$ cat config.mk
export PLATFORM = sky130hd
export DESIGN_NAME = gpio_pad_cfg_sequencer
export DESIGN_NICKNAME = d
export VERILOG_FILES = /design/src/rtl/gpio_pad_cfg_sequencer.sv
export SDC_FILE = /design/constraint.sdc
export NUM_CORES = 1
export LEC_CHECK = 0
export BUFFER_PORTS_ARGS = -buffer_cell sky130_fd_sc_hd__buf_2
export CAP_MARGIN = 20
export CORE_MARGIN = 2
export CORE_UTILIZATION = 40
export DETAILED_ROUTE_END_ITERATION = 10
export MAX_ROUTING_LAYER = met4
export PLACE_DENSITY = 0.58
export SYNTH_ARGS = -nofsm -noshare
export SYNTH_HDL_FRONTEND = slang
export SYNTH_SLANG_ARGS = --single-unit
$ cat constraint.sdc
create_clock -name clk -period 2.8 [get_ports clk]
set_input_delay 0 -clock clk [delete_from_list [all_inputs] [get_ports clk]]
set_output_delay 0 -clock clk [all_outputs]
set_load 0.01 [all_outputs]
$ cat src/rtl/gpio_pad_cfg_sequencer.sv
// gpio_pad_cfg_sequencer: serial pad-config shadow register with guarded tri-state commit
// Optional readback of the active config on serial_out: define GPIO_PAD_CFG_READBACK_EN.
module gpio_pad_cfg_sequencer #(
  parameter int          NUM_PADS     = 8,
  parameter int          GUARD_CYCLES = 4,
  parameter logic [12:0] CFG_RESET    = 13'h1009
) (
  input  logic                  clk,
  input  logic                  resetn,
  input  logic                  serial_data,
  input  logic                  serial_valid,
  input  logic                  serial_load,
  output logic                  serial_out,
  output logic                  cfg_busy,
  output logic                  cfg_done,
  output logic                  cfg_err,
  output logic [3*NUM_PADS-1:0] pad_dm,
  output logic [NUM_PADS-1:0]   pad_oe_n,
  output logic [NUM_PADS-1:0]   pad_inp_dis,
  output logic [NUM_PADS-1:0]   pad_ib_mode_sel,
  output logic [NUM_PADS-1:0]   pad_vtrip_sel,
  output logic [NUM_PADS-1:0]   pad_slow,
  output logic [NUM_PADS-1:0]   pad_hld_ovr,
  output logic [NUM_PADS-1:0]   pad_analog_en,
  output logic [NUM_PADS-1:0]   pad_analog_sel,
  output logic [NUM_PADS-1:0]   pad_analog_pol,
  output logic [NUM_PADS-1:0]   pad_hld_h_n
);
  localparam int TOTAL = NUM_PADS * 13;
  localparam int CW    = $clog2(TOTAL + 2);
  localparam int GW    = (GUARD_CYCLES > 1) ? $clog2(GUARD_CYCLES) : 1;
`ifdef GPIO_PAD_CFG_READBACK_EN
  localparam bit RB = 1'b1;
`else
  localparam bit RB = 1'b0;
`endif

  typedef enum logic [1:0] {IDLE, SHIFT, GUARD, COMMIT} state_e;

  state_e              state_q, state_d;
  logic [TOTAL-1:0]    sr_q, sr_d, act_q, act_d, base;
  logic [CW-1:0]       cnt_q, cnt_d, cnt_inc;
  logic [GW-1:0]       gcnt_q, gcnt_d;
  logic [NUM_PADS-1:0] oe_q, oe_d;
  logic                err_q, err_d, done_q, done_d, busy_q, busy_d, so_q, so_d;

  // next-state: shift/count while collecting, length check on load, guard countdown, commit
  always_comb begin
    base    = (RB && state_q == IDLE) ? act_q : sr_q;
    cnt_inc = (cnt_q == CW'(TOTAL + 1)) ? cnt_q : cnt_q + CW'(1);
    state_d = state_q;
    sr_d    = sr_q;
    act_d   = act_q;
    cnt_d   = cnt_q;
    gcnt_d  = gcnt_q;
    err_d   = err_q;
    so_d    = so_q;
    case (state_q)
      IDLE, SHIFT: begin
        if (serial_valid) begin
          sr_d    = {base[TOTAL-2:0], serial_data};
          cnt_d   = cnt_inc;
          so_d    = RB & base[TOTAL-1];
          state_d = SHIFT;
        end
        if (serial_load) begin
          if (cnt_d == CW'(TOTAL)) begin
            state_d = GUARD;
            gcnt_d  = '0;
          end else begin
            err_d   = 1'b1;
            cnt_d   = '0;
            state_d = IDLE;
          end
        end
      end
      GUARD: begin
        state_d = (gcnt_q == GW'(GUARD_CYCLES - 1)) ? COMMIT : GUARD;
        gcnt_d  = gcnt_q + GW'(1);
      end
      default: begin
        act_d   = sr_q;
        cnt_d   = '0;
        err_d   = 1'b0;
        state_d = IDLE;
      end
    endcase
    done_d = (state_q == COMMIT);
    busy_d = (state_d == GUARD) || (state_d == COMMIT);
    for (int i = 0; i < NUM_PADS; i++) oe_d[i] = act_d[13*i+3] | (state_d == GUARD);
  end

  // state and registered outputs; reset restores the safe pad configuration immediately
  always_ff @(posedge clk or negedge resetn) begin
    if (!resetn) begin
      state_q <= IDLE;
      sr_q    <= '0;
      act_q   <= {NUM_PADS{CFG_RESET}};
      cnt_q   <= '0;
      gcnt_q  <= '0;
      oe_q    <= {NUM_PADS{CFG_RESET[3]}};
      err_q   <= 1'b0;
      done_q  <= 1'b0;
      busy_q  <= 1'b0;
      so_q    <= 1'b0;
    end else begin
      state_q <= state_d;
      sr_q    <= sr_d;
      act_q   <= act_d;
      cnt_q   <= cnt_d;
      gcnt_q  <= gcnt_d;
      oe_q    <= oe_d;
      err_q   <= err_d;
      done_q  <= done_d;
      busy_q  <= busy_d;
      so_q    <= so_d;
    end
  end

  assign serial_out = so_q;
  assign cfg_busy   = busy_q;
  assign cfg_done   = done_q;
  assign cfg_err    = err_q;
  assign pad_oe_n   = oe_q;

  for (genvar i = 0; i < NUM_PADS; i++) begin : g_pad
    assign pad_dm[3*i+:3]     = act_q[13*i+:3];
    assign pad_inp_dis[i]     = act_q[13*i+4];
    assign pad_ib_mode_sel[i] = act_q[13*i+5];
    assign pad_vtrip_sel[i]   = act_q[13*i+6];
    assign pad_slow[i]        = act_q[13*i+7];
    assign pad_hld_ovr[i]     = act_q[13*i+8];
    assign pad_analog_en[i]   = act_q[13*i+9];
    assign pad_analog_sel[i]  = act_q[13*i+10];
    assign pad_analog_pol[i]  = act_q[13*i+11];
    assign pad_hld_h_n[i]     = act_q[13*i+12];
  end
endmodule

==> flow_summary.html, run 1 <==
<table>
<tr><th>Metric</th><th>Value</th></tr>
<tr><th colspan="2">Outcome</th></tr>
<tr><td>Run status</td><td>completed</td></tr>
<tr><th colspan="2">Place</th></tr>
<tr><td>Final weighted congestion in routability-driven placement</td><td>0.837</td></tr>
<tr><td>Pre-CTS setup slack</td><td>0.337 ns</td></tr>
<tr><td>Cell Count Post-Placement</td><td>973</td></tr>
<tr><td>Total cell area at the placement stage</td><td>9810 um2</td></tr>
<tr><td>Count of buffers inserted at the top-level ports</td><td>111</td></tr>
<tr><td>Half-perimeter wire length after detailed placement</td><td>10300 um</td></tr>
<tr><th colspan="2">Routing</th></tr>
<tr><td>DR vias</td><td>4868</td></tr>
<tr><td>Drt drc</td><td>0</td></tr>
<tr><td>Drt initial violations</td><td>177</td></tr>
<tr><td>Number of detailed-route iterations in the first pass</td><td>4</td></tr>
<tr><td>DR WL/cell</td><td>15.6 um</td></tr>
<tr><td>Remaining number of nets flagged by the antenna check after routing</td><td>0</td></tr>
<tr><td>Average vias per placed instance</td><td>4.77</td></tr>
<tr><td>Detailed Route WL</td><td>15900 um</td></tr>
<tr><th colspan="2">STA</th></tr>
<tr><td>Worst hold margin</td><td>0.150 ns</td></tr>
<tr><td>Worst Clk Skew</td><td>0.00736 ns</td></tr>
<tr><td>Min Clock Period, post-route</td><td>2.55 ns</td></tr>
<tr><td>RSZ-0062 raised after global routing</td><td>false</td></tr>
<tr><td>Post-route clock period utilization</td><td>0.910</td></tr>
<tr><td>Pins Over Slew Limit</td><td>0</td></tr>
<tr><td>Pin slew with the least headroom to its limit</td><td>0.776 ns</td></tr>
<tr><td>Final count of hold timing violations</td><td>0</td></tr>
<tr><td>Final critical-path setup slack</td><td>0.253 ns</td></tr>
<tr><td>Tightest slew margin relative to the limit</td><td>0.483</td></tr>
<tr><td>Highest clock frequency the design can meet</td><td>0.393 GHz</td></tr>
<tr><td>Final setup vio count</td><td>0</td></tr>
<tr><td>Total Neg Setup Slack</td><td>0 ns</td></tr>
<tr><th colspan="2">Yosys</th></tr>
<tr><td>Netlist area before placement</td><td>9570 um2</td></tr>
<tr><td>EDFF count, synth</td><td>0</td></tr>
<tr><td>Count of synthesis-stage warnings from yosys</td><td>0</td></tr>
<tr><td>Portion of synthesized cell area occupied by the leading cell type</td><td>0.515</td></tr>
<tr><td>Mean area per synthesized cell</td><td>14.5 um2</td></tr>
<tr><td>FFs w/ async S/R, synth</td><td>1.00</td></tr>
<tr><td>Dominant synthesized flop cell</td><td>sky130_fd_sc_hd__dfrtp_1</td></tr>
<tr><td>Gate count of the mapped netlist</td><td>659</td></tr>
<tr><td>Synth Net Count</td><td>667</td></tr>
<tr><td>Sequential area share after synthesis</td><td>0.603</td></tr>
<tr><td>Ranking of synthesized cells by area</td><td>sky130_fd_sc_hd__dfrtp_1 52%, sky130_fd_sc_hd__mux2_2 24%, sky130_fd_sc_hd__dfstp_2 8.8%, sky130_fd_sc_hd__buf_4 7.6%, sky130_fd_sc_hd__buf_2 0.84%</td></tr>
<tr><td>Cell taking the most area after synthesis</td><td>sky130_fd_sc_hd__dfrtp_1</td></tr>
<tr><td>Number of distinct library cells after synthesis</td><td>43</td></tr>
<tr><td>Post-synthesis sequential element count</td><td>229</td></tr>
<tr><th colspan="2">Setup path</th></tr>
<tr><td>Cell type of the slowest stage on the worst timing path</td><td>sky130_fd_sc_hd__dfrtp_1</td></tr>
<tr><td>CP Data Arrival Time</td><td>2.93 ns</td></tr>
<tr><td>Element type at the critical path end</td><td>flip-flop</td></tr>
<tr><td>Max Fanout on Critical Path</td><td>9</td></tr>
<tr><td>Crit path required time</td><td>3.18 ns</td></tr>
<tr><td>Cells along the critical path</td><td>ha_1, nand3_2, or3_1, a211oi_1, and4_1, a21oi_2, mux2_4</td></tr>
<tr><td>Type of origin of the critical path</td><td>flip-flop</td></tr>
<tr><td>Longest individual stage delay on the worst path</td><td>0.48 ns</td></tr>
<tr><td>Critical setup path kind</td><td>flip-flop to flip-flop</td></tr>
<tr><th colspan="2">Power</th></tr>
<tr><td>Cell area power density</td><td>684 nW/um2</td></tr>
<tr><td>Leak pwr</td><td>5.48 nW</td></tr>
<tr><td>Power after layout</td><td>7.29 mW</td></tr>
<tr><td>Worst supply voltage drop on vdd</td><td>353 uV</td></tr>
<tr><th colspan="2">Final layout</th></tr>
<tr><td>Relative area change from synthesis to final layout</td><td>11.5%</td></tr>
<tr><td>Number of antenna cells inserted</td><td>0</td></tr>
<tr><td>Final cell utilization of the core</td><td>0.455</td></tr>
<tr><td>Final standard cell area without fillers</td><td>10700 um2</td></tr>
<tr><td>Filler instances</td><td>2074</td></tr>
<tr><td>Count of placed standard cells in the final layout, fillers left out</td><td>1021</td></tr>
<tr><td>Post-layout nets</td><td>692</td></tr>
<tr><td>Share of final-layout standard cells stronger than drive strength 1</td><td>0.577</td></tr>
<tr><th colspan="2">Floorplanning</th></tr>
<tr><td>Die Width</td><td>159 um</td></tr>
<tr><td>Die ar.</td><td>25200 um2</td></tr>
<tr><td>Die Y-Extent</td><td>159 um</td></tr>
<tr><td>Floorplan core area</td><td>23500 um2</td></tr>
<tr><td>Rows</td><td>56</td></tr>
<tr><td>Total I/O pin count</td><td>113</td></tr>
<tr><td>Initial core utilization</td><td>0.408</td></tr>
<tr><th colspan="2">Global route</th></tr>
<tr><td>GRT Util Overall</td><td>0.133</td></tr>
<tr><td>Global-route wire length before repair</td><td>26400 um</td></tr>
<tr><td>Initial antenna violation count</td><td>0</td></tr>
<tr><td>Largest net degree at the start of global routing</td><td>104</td></tr>
<tr><td>Number of global-route vias before repair</td><td>4965</td></tr>
<tr><td>Gr ovfl total</td><td>0</td></tr>
<tr><th colspan="2">CTS</th></tr>
<tr><td>Clock root cell</td><td>sky130_fd_sc_hd__clkbuf_16</td></tr>
<tr><td>H-tree levels</td><td>1</td></tr>
<tr><td>Clock transition time at the flip-flop clock pins of the worst setup and hold paths</td><td>0.06 ns</td></tr>
<tr><td>TritonCTS Buffers</td><td>24</td></tr>
<tr><td>Later-pin clock latency in the skew report</td><td>0.50 ns</td></tr>
<tr><td>Num Clock Sinks</td><td>229</td></tr>
<tr><td>CTS tree</td><td>done</td></tr>
<tr><td>Buffer levels on the longest clock path</td><td>3</td></tr>
<tr><th colspan="2">Min path</th></tr>
<tr><td>HP Class</td><td>input port to asynchronous set/reset pin</td></tr>
<tr><th colspan="2">Run</th></tr>
<tr><td>Number of maximum-capacitance violations</td><td>0</td></tr>
</table>
-- logic make-up after synthesis --
logic type / Yosys count / share of synthesized area
flops: 229 / 0.603
mux: 210 / 0.247
buf+inv: 132 / 0.0936
simple gates: 52 / 0.0290
compound gates: 32 / 0.0226
fa+ha+maj: 3 / 0.00392
other cells: 1 / 0.000392
-- worst paths after layout --
check,cells past startpoint,slack [ns],to,startpoint
min in group clk,3,0.32,base[0]$_DFFE_PN0P_,serial_data
max reg2reg,7,0.25,gcnt_q[0]$_DFFE_PN0P_,cnt_q[0]$_DFFE_PN0N_
min reg2reg,1,0.50,act_q[37]$_DFFE_PN0P_,act_q[37]$_DFFE_PN0P_
max,7,0.25,gcnt_q[0]$_DFFE_PN0P_,cnt_q[0]$_DFFE_PN0N_
max in group asynchronous,3,1.77,act_q[65]$_DFFE_PN1P_,resetn
min,2,0.15,act_q[11]$_DFFE_PN0P_,resetn
-- area by class of cell --
cell class	instances	area, um2	area share
Inverter	6	22.5	0.00211
Clock buffer	39	718	0.0673
Timing Repair Buffer	125	743	0.0697
Tap cell	319	399	0.0374
Clock inverter	5	103	0.00962
Sequential cell	229	5770	0.541
Multi-Input combinational cell	298	2910	0.273
-- cell usage after synthesis, types with 3 or more instances --
cell type                  instances
sky130_fd_sc_hd__nor2_1            8
sky130_fd_sc_hd__dfstp_2          32
sky130_fd_sc_hd__buf_4            97
sky130_fd_sc_hd__nand3_1           4
sky130_fd_sc_hd__dfrtp_1         197
sky130_fd_sc_hd__buf_2            16
sky130_fd_sc_hd__nand2b_1         10
sky130_fd_sc_hd__ha_1              3
sky130_fd_sc_hd__nand2_1          13
sky130_fd_sc_hd__mux2_2          208
sky130_fd_sc_hd__inv_1             6
sky130_fd_sc_hd__clkbuf_1          8
sky130_fd_sc_hd__and2_1            3
sky130_fd_sc_hd__a21oi_1           5
sky130_fd_sc_hd__o21ai_0          13
-- routing by layer --
| layer | GRT usage | up-vias | part of all wire |
|---|---|---|---|
| met5 | - | - | 0 |
| met4 | 0.0365 | 0 | 0.019 |
| met3 | 0.0226 | 30 | 0.048 |
| met2 | 0.210 | 110 | 0.49 |
| met1 | 0.178 | 2494 | 0.44 |
| li1 | - | 2234 | - |
-- state kept, by name, summed over array words and instances (netlist names) --
register  flops
act_q       104
base        104
pad_oe_n      8
cnt_q         7
gcnt_q        2
cfg_busy      1
cfg_done      1
cfg_err       1
state_q       1
-- critical path: cells and delay by family, from the launching register on --
family | cells | cell delay (ns)
mux | 1 | 0.28
fa+ha+maj | 1 | 0.31
flops | 1 | 0.48
simple gates | 3 | 0.96
compound gates | 2 | 0.41
-- where the power goes --
part           switching (mW)  internal (mW)
logic                   0.168          0.211
clock network            1.23           2.02
registers               0.147           3.52
-- cell usage in the layout (no fill, tap or decap), drive strengths merged, types with 2 or more instances in the layout --
cell type,count
inv,6
dfrtp,197
or2,2
o21a,2
or3,2
nor2b,2
nor2,8
nand2b,10
dfstp,32
buf,121
mux2,210
ha,3
o21ai,13
and2,3
nand4,2
clkbuf,39
a31o,2
bufinv,3
and4,2
a21oi,6
nand3,5
o211ai,2
dlygate4sd3,4
nand2,13
-- what timing repair did --
item / CTS / global route
hold buffers: 4 / 0
buffers inserted: 0 / 0
resized for setup: 0 / 0
endpoints found under the hold margin: 95 / 0
Power figures use the tool's default switching activity.
==> run 2, diff against run 1 <==
Settings changed: PLACE_DENSITY 0.58 to 0.66.
==> flow_summary.html, run 2 (synthesis results as in run 1) <==
<table>
<tr><th>Metric</th><th>Value</th></tr>
<tr><th colspan="2">Outcome</th></tr>
<tr><td>Run status</td><td>completed</td></tr>
<tr><th colspan="2">Final layout</th></tr>
<tr><td>Filler instances</td><td>2122</td></tr>
<tr><td>Relative area change from synthesis to final layout</td><td>11.3%</td></tr>
<tr><td>Share of final-layout standard cells stronger than drive strength 1</td><td>0.584</td></tr>
<tr><td>Most common cell after layout, fill and taps aside</td><td>sky130_fd_sc_hd__mux2_2</td></tr>
<tr><td>Number of antenna cells inserted</td><td>0</td></tr>
<tr><td>Count of placed standard cells in the final layout, fillers left out</td><td>1018</td></tr>
<tr><td>Post-layout nets</td><td>690</td></tr>
<tr><td>Area used by multi-input combinational logic</td><td>2910 um2</td></tr>
<tr><td>Seq. cell area</td><td>5770 um2</td></tr>
<tr><td>Leading cell types in the layout, fill and taps excluded</td><td>208 x sky130_fd_sc_hd__mux2_2, 197 x sky130_fd_sc_hd__dfrtp_1, 110 x sky130_fd_sc_hd__buf_2</td></tr>
<tr><td>Final cell utilization of the core</td><td>0.454</td></tr>
<tr><th colspan="2">Power</th></tr>
<tr><td>Leak pwr</td><td>5.48 nW</td></tr>
<tr><td>Worst supply voltage drop on vdd</td><td>281 uV</td></tr>
<tr><td>Cell area power density</td><td>682 nW/um2</td></tr>
<tr><th colspan="2">Global route</th></tr>
<tr><td>Initial antenna violation count</td><td>0</td></tr>
<tr><td>GRT Util Overall</td><td>0.134</td></tr>
<tr><td>Largest net degree at the start of global routing</td><td>105</td></tr>
<tr><td>Gr ovfl total</td><td>0</td></tr>
<tr><td>Global-route wire length before repair</td><td>26500 um</td></tr>
<tr><td>Number of global-route vias before repair</td><td>5107</td></tr>
<tr><th colspan="2">CTS</th></tr>
<tr><td>Clock transition time at the flip-flop clock pins of the worst setup and hold paths</td><td>0.06 ns</td></tr>
<tr><td>TritonCTS Buffers</td><td>24</td></tr>
<tr><td>Num Clock Sinks</td><td>229</td></tr>
<tr><td>Later-pin clock latency in the skew report</td><td>0.50 ns</td></tr>
<tr><td>Clock root cell</td><td>sky130_fd_sc_hd__clkbuf_16</td></tr>
<tr><td>H-tree levels</td><td>1</td></tr>
<tr><td>Buffer levels on the longest clock path</td><td>3</td></tr>
<tr><td>CTS tree</td><td>done</td></tr>
<tr><th colspan="2">Setup path</th></tr>
<tr><td>Crit path required time</td><td>3.18 ns</td></tr>
<tr><td>Element type at the critical path end</td><td>flip-flop</td></tr>
<tr><td>RR Endpoint</td><td>gcnt_q[0]$_DFFE_PN0P_</td></tr>
<tr><td>Critical setup path kind</td><td>flip-flop to flip-flop</td></tr>
<tr><td>Top cell family by delay on the critical path</td><td>simple AND/OR/NAND/NOR gates</td></tr>
<tr><td>Longest individual stage delay on the worst path</td><td>0.49 ns</td></tr>
<tr><td>Cells along the critical path</td><td>ha_1, nand3_2, or3_1, a211oi_1, and4_1, a21oi_2, mux2_4</td></tr>
<tr><td>Worst reg2reg setup slack</td><td>0.39 ns</td></tr>
<tr><td>Type of origin of the critical path</td><td>flip-flop</td></tr>
<tr><td>CP Data Arrival Time</td><td>2.79 ns</td></tr>
<tr><td>Number of logic stages on the critical path including buffering</td><td>7</td></tr>
<tr><td>Startpoint of the most critical register-to-register path</td><td>cnt_q[0]$_DFFE_PN0N_</td></tr>
<tr><td>Cell type of the slowest stage on the worst timing path</td><td>sky130_fd_sc_hd__dfrtp_1</td></tr>
<tr><td>Buf/Inv on CP</td><td>0</td></tr>
<tr><td>Max Fanout on Critical Path</td><td>9</td></tr>
<tr><td>Worst Reg2Reg Path Length in Cells</td><td>7</td></tr>
<tr><th colspan="2">STA</th></tr>
<tr><td>Min Clock Period, post-route</td><td>2.41 ns</td></tr>
<tr><td>RSZ-0062 raised after global routing</td><td>false</td></tr>
<tr><td>Final setup vio count</td><td>0</td></tr>
<tr><td>Final count of hold timing violations</td><td>0</td></tr>
<tr><td>Post-route clock period utilization</td><td>0.861</td></tr>
<tr><td>Tightest slew margin relative to the limit</td><td>0.517</td></tr>
<tr><td>Pin slew with the least headroom to its limit</td><td>0.725 ns</td></tr>
<tr><td>Worst hold margin</td><td>0.139 ns</td></tr>
<tr><td>Highest clock frequency the design can meet</td><td>0.415 GHz</td></tr>
<tr><td>Pins Over Slew Limit</td><td>0</td></tr>
<tr><td>Worst Clk Skew</td><td>0.0118 ns</td></tr>
<tr><td>Total Neg Setup Slack</td><td>0 ns</td></tr>
<tr><th colspan="2">Routing</th></tr>
<tr><td>Average vias per placed instance</td><td>4.83</td></tr>
<tr><td>DR WL/cell</td><td>15.8 um</td></tr>
<tr><td>DR vias</td><td>4918</td></tr>
<tr><td>Remaining number of nets flagged by the antenna check after routing</td><td>0</td></tr>
<tr><td>Detailed Route WL</td><td>16100 um</td></tr>
<tr><td>Number of detailed-route iterations in the first pass</td><td>5</td></tr>
<tr><td>Drt initial violations</td><td>166</td></tr>
<tr><td>Drt drc</td><td>0</td></tr>
<tr><th colspan="2">Floorplanning</th></tr>
<tr><td>Total I/O pin count</td><td>113</td></tr>
<tr><td>Floorplan core area</td><td>23500 um2</td></tr>
<tr><td>Initial core utilization</td><td>0.408</td></tr>
<tr><td>Rows</td><td>56</td></tr>
<tr><td>Die ar.</td><td>25200 um2</td></tr>
<tr><td>Die Y-Extent</td><td>159 um</td></tr>
<tr><td>Die Width</td><td>159 um</td></tr>
<tr><th colspan="2">Place</th></tr>
<tr><td>Final weighted congestion in routability-driven placement</td><td>0.795</td></tr>
<tr><td>Cell Count Post-Placement</td><td>970</td></tr>
<tr><td>Half-perimeter wire length after detailed placement</td><td>10400 um</td></tr>
<tr><td>Count of buffers inserted at the top-level ports</td><td>111</td></tr>
<tr><th colspan="2">Min path</th></tr>
<tr><td>HP Class</td><td>input port to asynchronous set/reset pin</td></tr>
<tr><th colspan="2">Run</th></tr>
<tr><td>Number of maximum-capacitance violations</td><td>0</td></tr>
</table>
-- run 2: changes by cell type in the layout (fill, tap and decap cells not counted), sizes merged --
cell | previous run | this run
buf | 121 | 118
bufinv | 3 | 1
clkbuf | 39 | 38
dlygate4sd3 | 4 | 5
clkinvlp | 1 | 3
-- run 2: cell type report --
cell class / instances / area share
inverter: 6 / 0.00211
timing repair buffer: 123 / 0.0674
sequential: 229 / 0.542
clock buffer: 38 / 0.0727
tap: 319 / 0.0375
multi-input combinational: 298 / 0.273
clock inverter: 5 / 0.00540
-- run 2: routing by layer --
metal | wire length, um | GRT usage | up-vias
met5 | 0 | - | -
met4 | 327 | 0.0420 | 0
met3 | 797 | 0.0256 | 31
met2 | 8040 | 0.217 | 123
met1 | 6930 | 0.173 | 2537
li1 | - | - | 2227
-- run 2: how the worst max path moves through the flow --
stage | from | to | slack, ns
2_1_floorplan | cnt_q[0]$_DFFE_PN0N_ | gcnt_q[0]$_DFFE_PN0P_ | 0.74
3_3_place_gp | cnt_q[0]$_DFFE_PN0N_ | gcnt_q[0]$_DFFE_PN0P_ | 0.56
3_5_place_dp | cnt_q[0]$_DFFE_PN0N_ | gcnt_q[0]$_DFFE_PN0P_ | 0.42
4_1_cts | cnt_q[0]$_DFFE_PN0N_ | gcnt_q[0]$_DFFE_PN0P_ | 0.42
5_1_grt | cnt_q[0]$_DFFE_PN0N_ | gcnt_q[0]$_DFFE_PN0P_ | 0.26
6_report | cnt_q[0]$_DFFE_PN0N_ | gcnt_q[0]$_DFFE_PN0P_ | 0.39
-- run 2: report_power, final --
| group | internal, mW | leakage [nW] | switching (mW) |
|---|---|---|---|
| Sequential | 3.52 | 3.02 | 0.156 |
| Combinational | 0.207 | 2.06 | 0.170 |
| Clock | 1.98 | 0.402 | 1.24 |
| Total | 5.71 | 5.48 | 1.57 |
-- run 2: what timing repair did --
action	CTS	global route
gates resized for setup	0	0
hold endpoints to repair	103	0
setup buffers	0	0
hold buffers	5	0
-- run 2: stage by stage --
step / area (um2) / setup WS (ns) / power (mW)
floorplan: 9570 / 0.742 / 3.94
finish: 10700 / 0.389 / 7.27
CTS: 10700 / 0.425 / 7.39
global route: 10700 / 0.259 / 7.59
detailed placement: 9770 / 0.422 / 4.12
global placement: 9770 / 0.561 / 4.07
